==> src/rtl/led_ctrl_pkg.sv <==
// Shared LED controller types: FSM state encoding, duty width/limits and a ramp step helper.
// Purely declarative; no latency and no flow control of its own.
package led_ctrl_pkg;

  localparam int DUTY_W = 8;
  localparam logic [DUTY_W-1:0] DUTY_MAX = 8'd255;

  typedef enum logic [1:0] {
    IDLE = 2'd0,
    RAMP = 2'd1,
    HOLD = 2'd2
  } state_t;

  // One code toward tgt; cannot wrap because it only moves while cur != tgt.
  function automatic logic [DUTY_W-1:0] step_toward(input logic [DUTY_W-1:0] cur,
                                                    input logic [DUTY_W-1:0] tgt);
    logic [DUTY_W-1:0] res;
    res = cur;
    if (cur < tgt)
      res = cur + 1'b1;
    else if (cur > tgt)
      res = cur - 1'b1;
    return res;
  endfunction

endpackage

==> src/rtl/led_fade_ctrl_tick_gen.sv <==
// Free-running divider: tick pulses for one cycle every TICK_DIV cycles, never realigned.
// Output decoded from the counter register; no inputs besides clock and reset, so no backpressure.
module tick_gen #(
  parameter int TICK_DIV = 500_000
) (
  input  logic clk,
  input  logic rst,
  output logic tick
);

  localparam int CW = (TICK_DIV > 1) ? $clog2(TICK_DIV) : 1;
  localparam logic [CW-1:0] LAST = CW'(TICK_DIV - 1);

  logic [CW-1:0] count;

  always_ff @(posedge clk or posedge rst) begin
    if (rst)
      count <= '0;
    else if (count == LAST)
      count <= '0;
    else
      count <= count + 1'b1;
  end

  assign tick = (count == LAST);

endmodule

==> src/rtl/led_fade_ctrl.sv <==
// LED brightness fader: ramps duty one code per tick toward a base level, boosts to full on motion and holds.
// Duty updates on the edge after a tick; set_ready drops only while holding at full brightness.
module led_fade_ctrl
  import led_ctrl_pkg::*;
#(
  parameter int TICK_DIV   = 500_000,
  parameter int HOLD_TICKS = 255
) (
  input  logic              sys_clk,
  input  logic              rst,
  input  logic              set_valid,
  input  logic [DUTY_W-1:0] set_level,
  output logic              set_ready,
  input  logic              motion,
  output logic [DUTY_W-1:0] duty,
  output logic              busy,
  output logic              at_max,
  output logic              at_min
);

  localparam int HW = (HOLD_TICKS > 1) ? $clog2(HOLD_TICKS) : 1;
  localparam logic [HW-1:0] HOLD_LAST = HW'(HOLD_TICKS - 1);

  state_t            state, state_nxt;
  logic [DUTY_W-1:0] duty_nxt;
  logic [DUTY_W-1:0] target, target_nxt;
  logic [DUTY_W-1:0] base_level, base_nxt;
  logic [HW-1:0]     hold_cnt, hold_nxt;
  logic              mot_flag, mot_flag_nxt;
  logic              motion_prev;
  logic              tick;
  logic              mot_ev;
  logic              xfer;
  logic              hold_last;

  tick_gen #(.TICK_DIV(TICK_DIV)) u_tick (
    .clk  (sys_clk),
    .rst  (rst),
    .tick (tick)
  );

  assign mot_ev    = motion && !motion_prev;
  assign xfer      = set_valid && set_ready;
  assign hold_last = (hold_cnt == HOLD_LAST);

  always_ff @(posedge sys_clk or posedge rst) begin
    if (rst)
      state <= IDLE;
    else
      state <= state_nxt;
  end

  always_comb begin
    state_nxt = state;
    case (state)
      IDLE, RAMP: begin
        if (mot_ev)
          state_nxt = RAMP;
        else if (xfer)
          state_nxt = (set_level == duty) ? IDLE : RAMP;
        else if (state == RAMP && duty == target)
          state_nxt = (mot_flag && target == DUTY_MAX) ? HOLD : IDLE;
      end
      HOLD: begin
        if (!mot_ev && tick && hold_last)
          state_nxt = RAMP;
      end
      default: state_nxt = IDLE;
    endcase
  end

  always_comb begin
    set_ready = (state != HOLD);
    busy      = (state != IDLE);
  end

  assign at_max = (duty == DUTY_MAX);
  assign at_min = (duty == '0);

  always_comb begin
    duty_nxt     = duty;
    target_nxt   = target;
    base_nxt     = base_level;
    hold_nxt     = hold_cnt;
    mot_flag_nxt = mot_flag;

    if (xfer) begin
      base_nxt   = set_level;
      target_nxt = set_level;
    end
    // Motion outranks a simultaneous request for the target but the request still sets the base.
    if (mot_ev && state != HOLD) begin
      target_nxt   = DUTY_MAX;
      mot_flag_nxt = 1'b1;
    end

    if (state == HOLD) begin
      if (mot_ev)
        hold_nxt = '0;
      else if (tick) begin
        if (hold_last) begin
          target_nxt   = base_level;
          mot_flag_nxt = 1'b0;
        end else
          hold_nxt = hold_cnt + 1'b1;
      end
    end else if (state_nxt == HOLD)
      hold_nxt = '0;

    // Steps toward the post-update target, so a retarget never lets duty jump.
    if (state == RAMP && tick)
      duty_nxt = step_toward(duty, target_nxt);
  end

  always_ff @(posedge sys_clk or posedge rst) begin
    if (rst) begin
      duty        <= '0;
      target      <= '0;
      base_level  <= '0;
      hold_cnt    <= '0;
      mot_flag    <= 1'b0;
      motion_prev <= 1'b0;
    end else begin
      duty        <= duty_nxt;
      target      <= target_nxt;
      base_level  <= base_nxt;
      hold_cnt    <= hold_nxt;
      mot_flag    <= mot_flag_nxt;
      motion_prev <= motion;
    end
  end

endmodule

==> config.mk <==
export PLATFORM = sky130hd
export DESIGN_NAME = led_fade_ctrl
export DESIGN_NICKNAME = d
export VERILOG_FILES = /design/src/rtl/led_ctrl_pkg.sv /design/src/rtl/led_fade_ctrl_tick_gen.sv /design/src/rtl/led_fade_ctrl.sv
export SDC_FILE = /design/constraint.sdc
export NUM_CORES = 1
export LEC_CHECK = 0
export CORE_ASPECT_RATIO = 1.25
export CORE_MARGIN = 3
export CORE_UTILIZATION = 31
export DETAILED_ROUTE_END_ITERATION = 12
export GPL_TIMING_DRIVEN = 0
export HOLD_SLACK_MARGIN = 0.12
export PLACE_DENSITY = 0.57
export SYNTH_ARGS = -nofsm -noshare
export SYNTH_HDL_FRONTEND = slang
export SYNTH_SLANG_ARGS = --single-unit
export TNS_END_PERCENT = 5
==> constraint.sdc <==
create_clock -name sys_clk -period 5.3 [get_ports sys_clk]
set_input_delay 1.59 -clock sys_clk [delete_from_list [all_inputs] [get_ports sys_clk]]
set_output_delay 1.59 -clock sys_clk [all_outputs]
set_load 0.005 [all_outputs]
# After elaboration in Yosys (flattened, before gate mapping)
# Index checks and enable logic that the tools add are counted.
[classes]
n_addsub = 4
n_lt_le_gt_ge = 2
eq_ne = 12
mux = 26
reduce_logical = 18
[ops]
columns = ["cell", "n"]
rows = [
  ["$mux W8", 13],
  ["$eq A8 B8 Y1 const B", 3],
  ["$add A19 B1 Y19 const B", 1],
  ["$eq A19 B19 Y1 const B", 1],
  ["$mux W19", 1],
  ["$add A8 B1 Y8 const B", 2],
  ["$eq A8 B8 Y1", 2],
  ["$mux W2", 5],
  ["$gt A8 B8 Y1", 1],
  ["$logic_and A1 B1 Y1", 8],
  ["$logic_not A8 Y1", 1],
  ["$lt A8 B8 Y1", 1],
  ["$sub A8 B1 Y8 const B", 1],
  ["$mux W1", 6],
  ["$ne A3 B3 Y1 const B", 2],
  ["$reduce_bool A2 Y1", 3],
  ["$eq A2 B2 Y1 const B", 2],
  ["$pmux W2 S2", 1],
  ["$reduce_and A3 Y1", 1],
  ["$eq A2 B1 Y1 const B", 1],
  ["$logic_not A1 Y1", 2],
  ["$logic_not A2 Y1", 1],
  ["$ne A2 B2 Y1 const B", 1],
  ["$reduce_and A2 Y1", 1],
  ["$reduce_or A2 Y1", 1],
]
[totals]
regBits = 55
word_cells = 70

# Logic depth before layout (Yosys ltp)
[logic_depth]
depth_word = 11
mapped_depth = 20
ltp_nobuf = 19

# By module
# Synthesis repeated with hierarchy kept, for this count alone.
[hier_totals]
cells_unflattened = 342
hier_area_um2 = 3301.9
[by_module_without_submodules]
columns = ["mod", "n_inst", "cells_each", "area_each_um2", "seq_area_each_um2"]
rows = [
  ["led_fade_ctrl", 1, 253, 2403.6, 900.9],
  ["tick_gen", 1, 89, 898.4, 475.5],
]

# Worst setup path before layout
# OpenSTA, ideal clock, no wires.
[synth_timing]
path_kind = "input -> register"
from = "input motion"
to = "register duty[7]"
t_arrival_ps = 4941
t_required_ps = 5220
path_slack_ps = 279
cell_stages = 18
path_buffers = 1
cell_sequence = "nor2b_1 nor3_1 and3_4 buf_8 mux2_4 inv_2 ha_1 nor2b_1 o211ai_1 a21o_1 nand2_1 ha_1 nand3_1 o211ai_1 o41a_1 and3_1 o2111ai_1 xnor2_1"
[synth_via]
elab_chain_cells = 10
[synth_lines]
columns = ["element", "line", "source"]
rows = [
  ["start, declared", "led_fade_ctrl.sv:14", "input logic motion,"],
  ["$logic_and A1 B1 Y1 (*)", "led_fade_ctrl.sv:42", "assign mot_ev = motion && !motion_prev;"],
  ["$logic_and A1 B1 Y1", "led_fade_ctrl.sv:92", "if (mot_ev && state != HOLD) begin"],
  ["$mux W8", "led_fade_ctrl.sv:92", ""],
  ["$mux W8", "led_fade_ctrl.sv:101", "if (hold_last) begin"],
  ["$mux W8", "led_fade_ctrl.sv:100", "else if (tick) begin"],
  ["$mux W8", "led_fade_ctrl.sv:98", "if (mot_ev)"],
  ["$mux W8 (*)", "led_fade_ctrl.sv:97", "if (state == HOLD) begin"],
  ["net target_nxt[1]", "led_fade_ctrl.sv:26", "logic [DUTY_W-1:0] target, target_nxt;"],
  ["$lt A8 B8 Y1 or $gt A8 B8 Y1 (tied branches)", "led_ctrl_pkg.sv:19, led_ctrl_pkg.sv:21", ""],
  ["$reduce_bool A2 Y1 (no source line)", "n/a", ""],
  ["$reduce_and A2 Y1 (no source line)", "n/a", ""],
  ["end signal, assigned", "led_fade_ctrl.sv:124", "duty <= duty_nxt;"],
  ["end, declared", "led_fade_ctrl.sv:15", "output logic [DUTY_W-1:0] duty,"],
]
# The timed path passes the listed nets; every way through them passes the cells marked *.
# A chain may end at the register's enable or synchronous reset.

# Final worst setup path
[layout_timing]
from = "input set_valid"
to = "register duty[7]"
[layout_via]
elab_chain_cells = 10
[layout_lines]
columns = ["element", "line", "source"]
rows = [
  ["start, declared", "led_fade_ctrl.sv:11", "input logic set_valid,"],
  ["$logic_and A1 B1 Y1 (*)", "led_fade_ctrl.sv:43", "assign xfer = set_valid && set_ready;"],
  ["$mux W8 (*)", "led_fade_ctrl.sv:87", "if (xfer) begin"],
  ["$mux W8 (*)", "led_fade_ctrl.sv:92", ""],
  ["$mux W8", "led_fade_ctrl.sv:101", ""],
  ["$mux W8", "led_fade_ctrl.sv:100", ""],
  ["$mux W8", "led_fade_ctrl.sv:98", ""],
  ["$mux W8 (*)", "led_fade_ctrl.sv:97", ""],
  ["net target_nxt[0]", "led_fade_ctrl.sv:26", ""],
  ["$lt A8 B8 Y1 or $gt A8 B8 Y1 (tied branches)", "led_ctrl_pkg.sv:19, led_ctrl_pkg.sv:21", ""],
  ["$reduce_bool A2 Y1 (no source line)", "n/a", ""],
  ["$reduce_and A2 Y1 (no source line)", "n/a", ""],
]
# Marked as above.

==> results.md <==
STA:
- The setup-violating endpoint count in the final report is 0.
- The final hold violation count is 0.
- After routing, the total negative slack on setup checks comes to 0 ps.
- The share of the clock period used by the worst path after layout is 0.953.
- For the pin with the worst max-slew slack, the measured transition is 487 ps.
- The worst pin sits at a relative slew slack of 0.675.
- The worst path in the final design needs a cycle of 5050 ps, including I/O delays and setup.
- The final number of max-transition violations is 0.
- Setup repair after global routing left no endpoint under its margin.
- The fmax is 0.198 GHz.
- Between clock sinks in the finished design, the worst skew comes to around 10 ps.

Global routing:
- The pin count of the biggest net entering global routing is 37.
- The via count of the first global-routing pass came to 2621.
- The first global-routing pass estimated between 10 and 15 mm of wire.
- The sum of overflow across all layers after global routing is 0.
- The number of antenna violations at the first check in global routing is 0.
- In the global route stage, overall resource usage came out at 0.134.

Setup path:
- The start of the worst register-to-register path is u_tick.count[0].
- At the worst endpoint, the required time is 5480 ps.
- The critical path goes through clkdlybuf4s50_1, inv_1, nor2_4, buf_2, nand2_1, a31oi_1, a21o_1, ha_1, nor2b_1, o211ai_1, a21o_1, nand2_4, ha_4, a21oi_4, o211ai_1, o41a_1, and3_1, o2111ai_2, xnor2_1.
- STA classifies the critical path startpoint as a primary input.
- The critical path is of the in -> reg type.
- The arrival time at the worst endpoint is 5230 ps.
- Among all stages on the critical path, the largest delay is contributed by clkdlybuf4s50_1.
- The delay contributed by the slowest stage of the critical path is between 400 and 500 ps.
- The worst reg2reg path endpoint is duty[7].
- The largest fanout on the critical path is 10.
- STA classifies the critical path endpoint as a flip-flop.
- For flop-to-flop paths, the worst setup slack is 800 ps.
- The worst register-to-register path has a depth of 20.

Final layout:
- The non-filler instance count after layout is 505.
- The area taken by multi-input logic gates is 1920 sq um.
- Registers take 1380 sq um.
- The area added between synthesis and finish is 24.7%.
- The number of fill cells in the layout is 998.
- The most common cell after layout, fill and taps aside is dfrtp_1.
- In the final layout, the share of cells above drive strength 1 is 0.176.
- In the layout the commonest cells are dfrtp_1 (55), nand2_1 (45), nand3_1 (23).
- The final layout net count is 405.
- The number of antenna repair diodes is 0.

Clock tree:
- The largest buffer count on any clock path is 2.
- Counting the buffers created by CTS gives 5.
- CTS placed an instance of clkbuf_16 at the clock tree root.
- The TritonCTS clock tree is done.
- The clock tree synthesis step divided the H-tree into 2 levels.
- The clock reaches the later pin of the worst-skew pair after 300 ps.
- The clock net sink count is between 50 and 60.
- The number of hold buffers added after CTS was 0.
- After clock tree synthesis, the clock-pin slew on the worst setup and hold paths is 80 ps.

Floorplan:
- From left edge to right edge, the die measures 98.0 microns.
- During I/O placement, the number of pins put on the boundary was 24.
- The initialized floorplan defines 41 standard-cell rows.
- For this configuration, the core starts out at a cell density of 0.321.
- The vertical die dimension is 121 microns.
- The total core area is 10200 sq um.
- The floorplan die area is 11900 sq um.

Pwr:
- In this run the static leakage power is 1.85 nW.
- The maximum resistive drop on vdd is 0.128 mV.
- Power comes to 916 uW.
- The areal power density over the cells is 224 nW/um^2.

Synthesis:
- Dividing the synthesized area by the synthesized cell count gives just under 10 sq um.
- The net count of the mapped netlist is 362.
- Synthesis produced a netlist whose cell count is 332.
- The number of register bits inferred by synthesis is 55.
- The share of the Yosys chip area taken by registers is 0.420.
- For this run, the number of Yosys warnings is 0.
- The area of the mapped netlist is 3280 sq um.
- After synthesis, the netlist uses 58 different library cells.

Worst hold path:
- The hold-critical path endpoint is u_tick.count[18].
- The startpoint identified for the worst hold timing path is u_tick.count[18].
- The path class of the lowest-slack min-delay path is reg -> reg.
- Counting instances, the worst hold path has a depth of 1.

Placement:
- Counting tap cells, the placed design contains a total of 485 instances.
- The congestion estimate from routability-driven global placement came to 0.822.
- The count of buffers added on input and output ports is 23.
- The HPWL after detailed placement is approximately 5.4 mm.

Detailed routing:
- Summed over all layers, the routed wires come to 7.86 mm.
- For this run, design rule violations remaining after detail routing come to 0.
- The detail-routed net length per standard cell is approximately 16 microns.
- The count of nets left with antenna violations once routing finished came out at 0.
- The detail-routed via count per cell is 5.16.
- The final route contains 2607 vias.
- The detailed-router iteration count before antenna repair is 4.
- The violation count after the first detailed-routing iteration is between 150 and 200.

Run status:
- The flow ran to the end, and the final reports show no timing, DRC or antenna violations.

Flow run:
- Max-cap violations in this run came to 0.
worst max-delay path by stage:
stage | start | endpoint | slack [ps]
6_report | set_valid | duty[7] | 250
2_1_floorplan | motion | duty[7] | 280
3_3_place_gp | motion | duty[7] | -570
4_1_cts | motion | duty[7] | 20
5_1_grt | set_valid | duty[6] | 30
3_5_place_dp | motion | duty[6] | -650
synthesized netlist by cell type (all sizes together):
master,number,area [sq um]
a211o,1,8.76
a21o,3,22.5
a21oi,12,67.6
a311oi,1,8.76
a31oi,3,18.8
a32o,1,10.0
a41oi,2,17.5
and2,4,25.0
and2b,1,7.51
and3,6,42.5
and3b,1,8.76
and4,3,27.5
and4b,1,10.0
buf,5,43.8
clkbuf,3,11.3
dfrtp,55,1380
fa,1,20.0
ha,17,213
inv,14,52.6
mux2,7,82.6
mux2i,8,80.1
nand2,47,179
nand2b,1,6.26
nand3,24,125
nand4,11,75.1
nand4b,1,8.76
nor2,23,93.8
nor2b,4,25.0
nor3,4,25.0
nor4,5,52.6
o2111ai,1,8.76
o211ai,2,15.0
o21bai,1,7.51
o22ai,1,6.26
o31ai,13,97.6
o41a,1,11.3
o41ai,2,17.5
or2,2,12.5
or4,2,16.3
xnor2,15,131
xor2,23,209
through the flow:
stage	util	hold WS [ps]	area [sq um]	worst slack, ps
3_5_place_dp	0.361	464	3690	-648
5_1_grt	0.400	508	4090	27.1
2_1_floorplan	-	437	3280	279
6_report	0.400	475	4090	251
4_1_cts	0.383	479	3910	17.4
3_3_place_gp	0.359	455	3670	-574
cell families (layout without fill, tap and decap cells):
group	after synthesis	after routing	share of synthesized area
xor+xnor	38	38	0.104
fa+ha+maj	18	18	0.0710
buf+inv	22	66	0.0328
compound gates	44	44	0.0970
flops	55	55	0.420
simple gates	140	140	0.226
mux	15	15	0.0496
layer usage:
layer	part of all wire	GRT usage	vias to the layer above
li1	-	-	1267
met1	0.46	0.169	1282
met2	0.49	0.231	47
met5	0	0	-
met4	0.023	0.0528	0
met3	0.026	0.0184	11
state kept, by name (all words and copies together) (netlist names):
register,cells
state,2
motion_prev,1
base_level,8
target,8
duty,8
u_tick.count,19
hold_cnt,8
mot_flag,1
cell type report:
type	count	area share
plain buffers	8	0.0147
clock buffers	6	0.0340
clock inverters	2	0.00949
inverters	14	0.0129
multi-input cells	255	0.469
flip-flops and latches	55	0.337
well taps	129	0.0395
repair buffers	36	0.0839
power breakdown:
group          switching, mW  internal (mW)
Sequential            0.0111          0.432
Combinational         0.0423         0.0320
Clock                  0.161          0.238
Total                  0.214          0.702
critical path: cells and delay by family:
family,cells,cell delay [ps]
adder cells (fa/ha/maj),2,420
AO/OA/AOI/OAI,8,1590
XOR/XNOR,1,90
AND/OR/NAND/NOR,5,680
buffers and inverters,3,830
what timing repair did:
item | 4_1_cts | 5_1_grt
endpoints found under the setup margin | 4 | 2
hold endpoints to repair | 0 | 0
gates resized for setup | 7 | 16
buffers inserted | 1 | 11
pin swaps | 2 | 12
No activity file was read; power rests on OpenSTA's default activity.
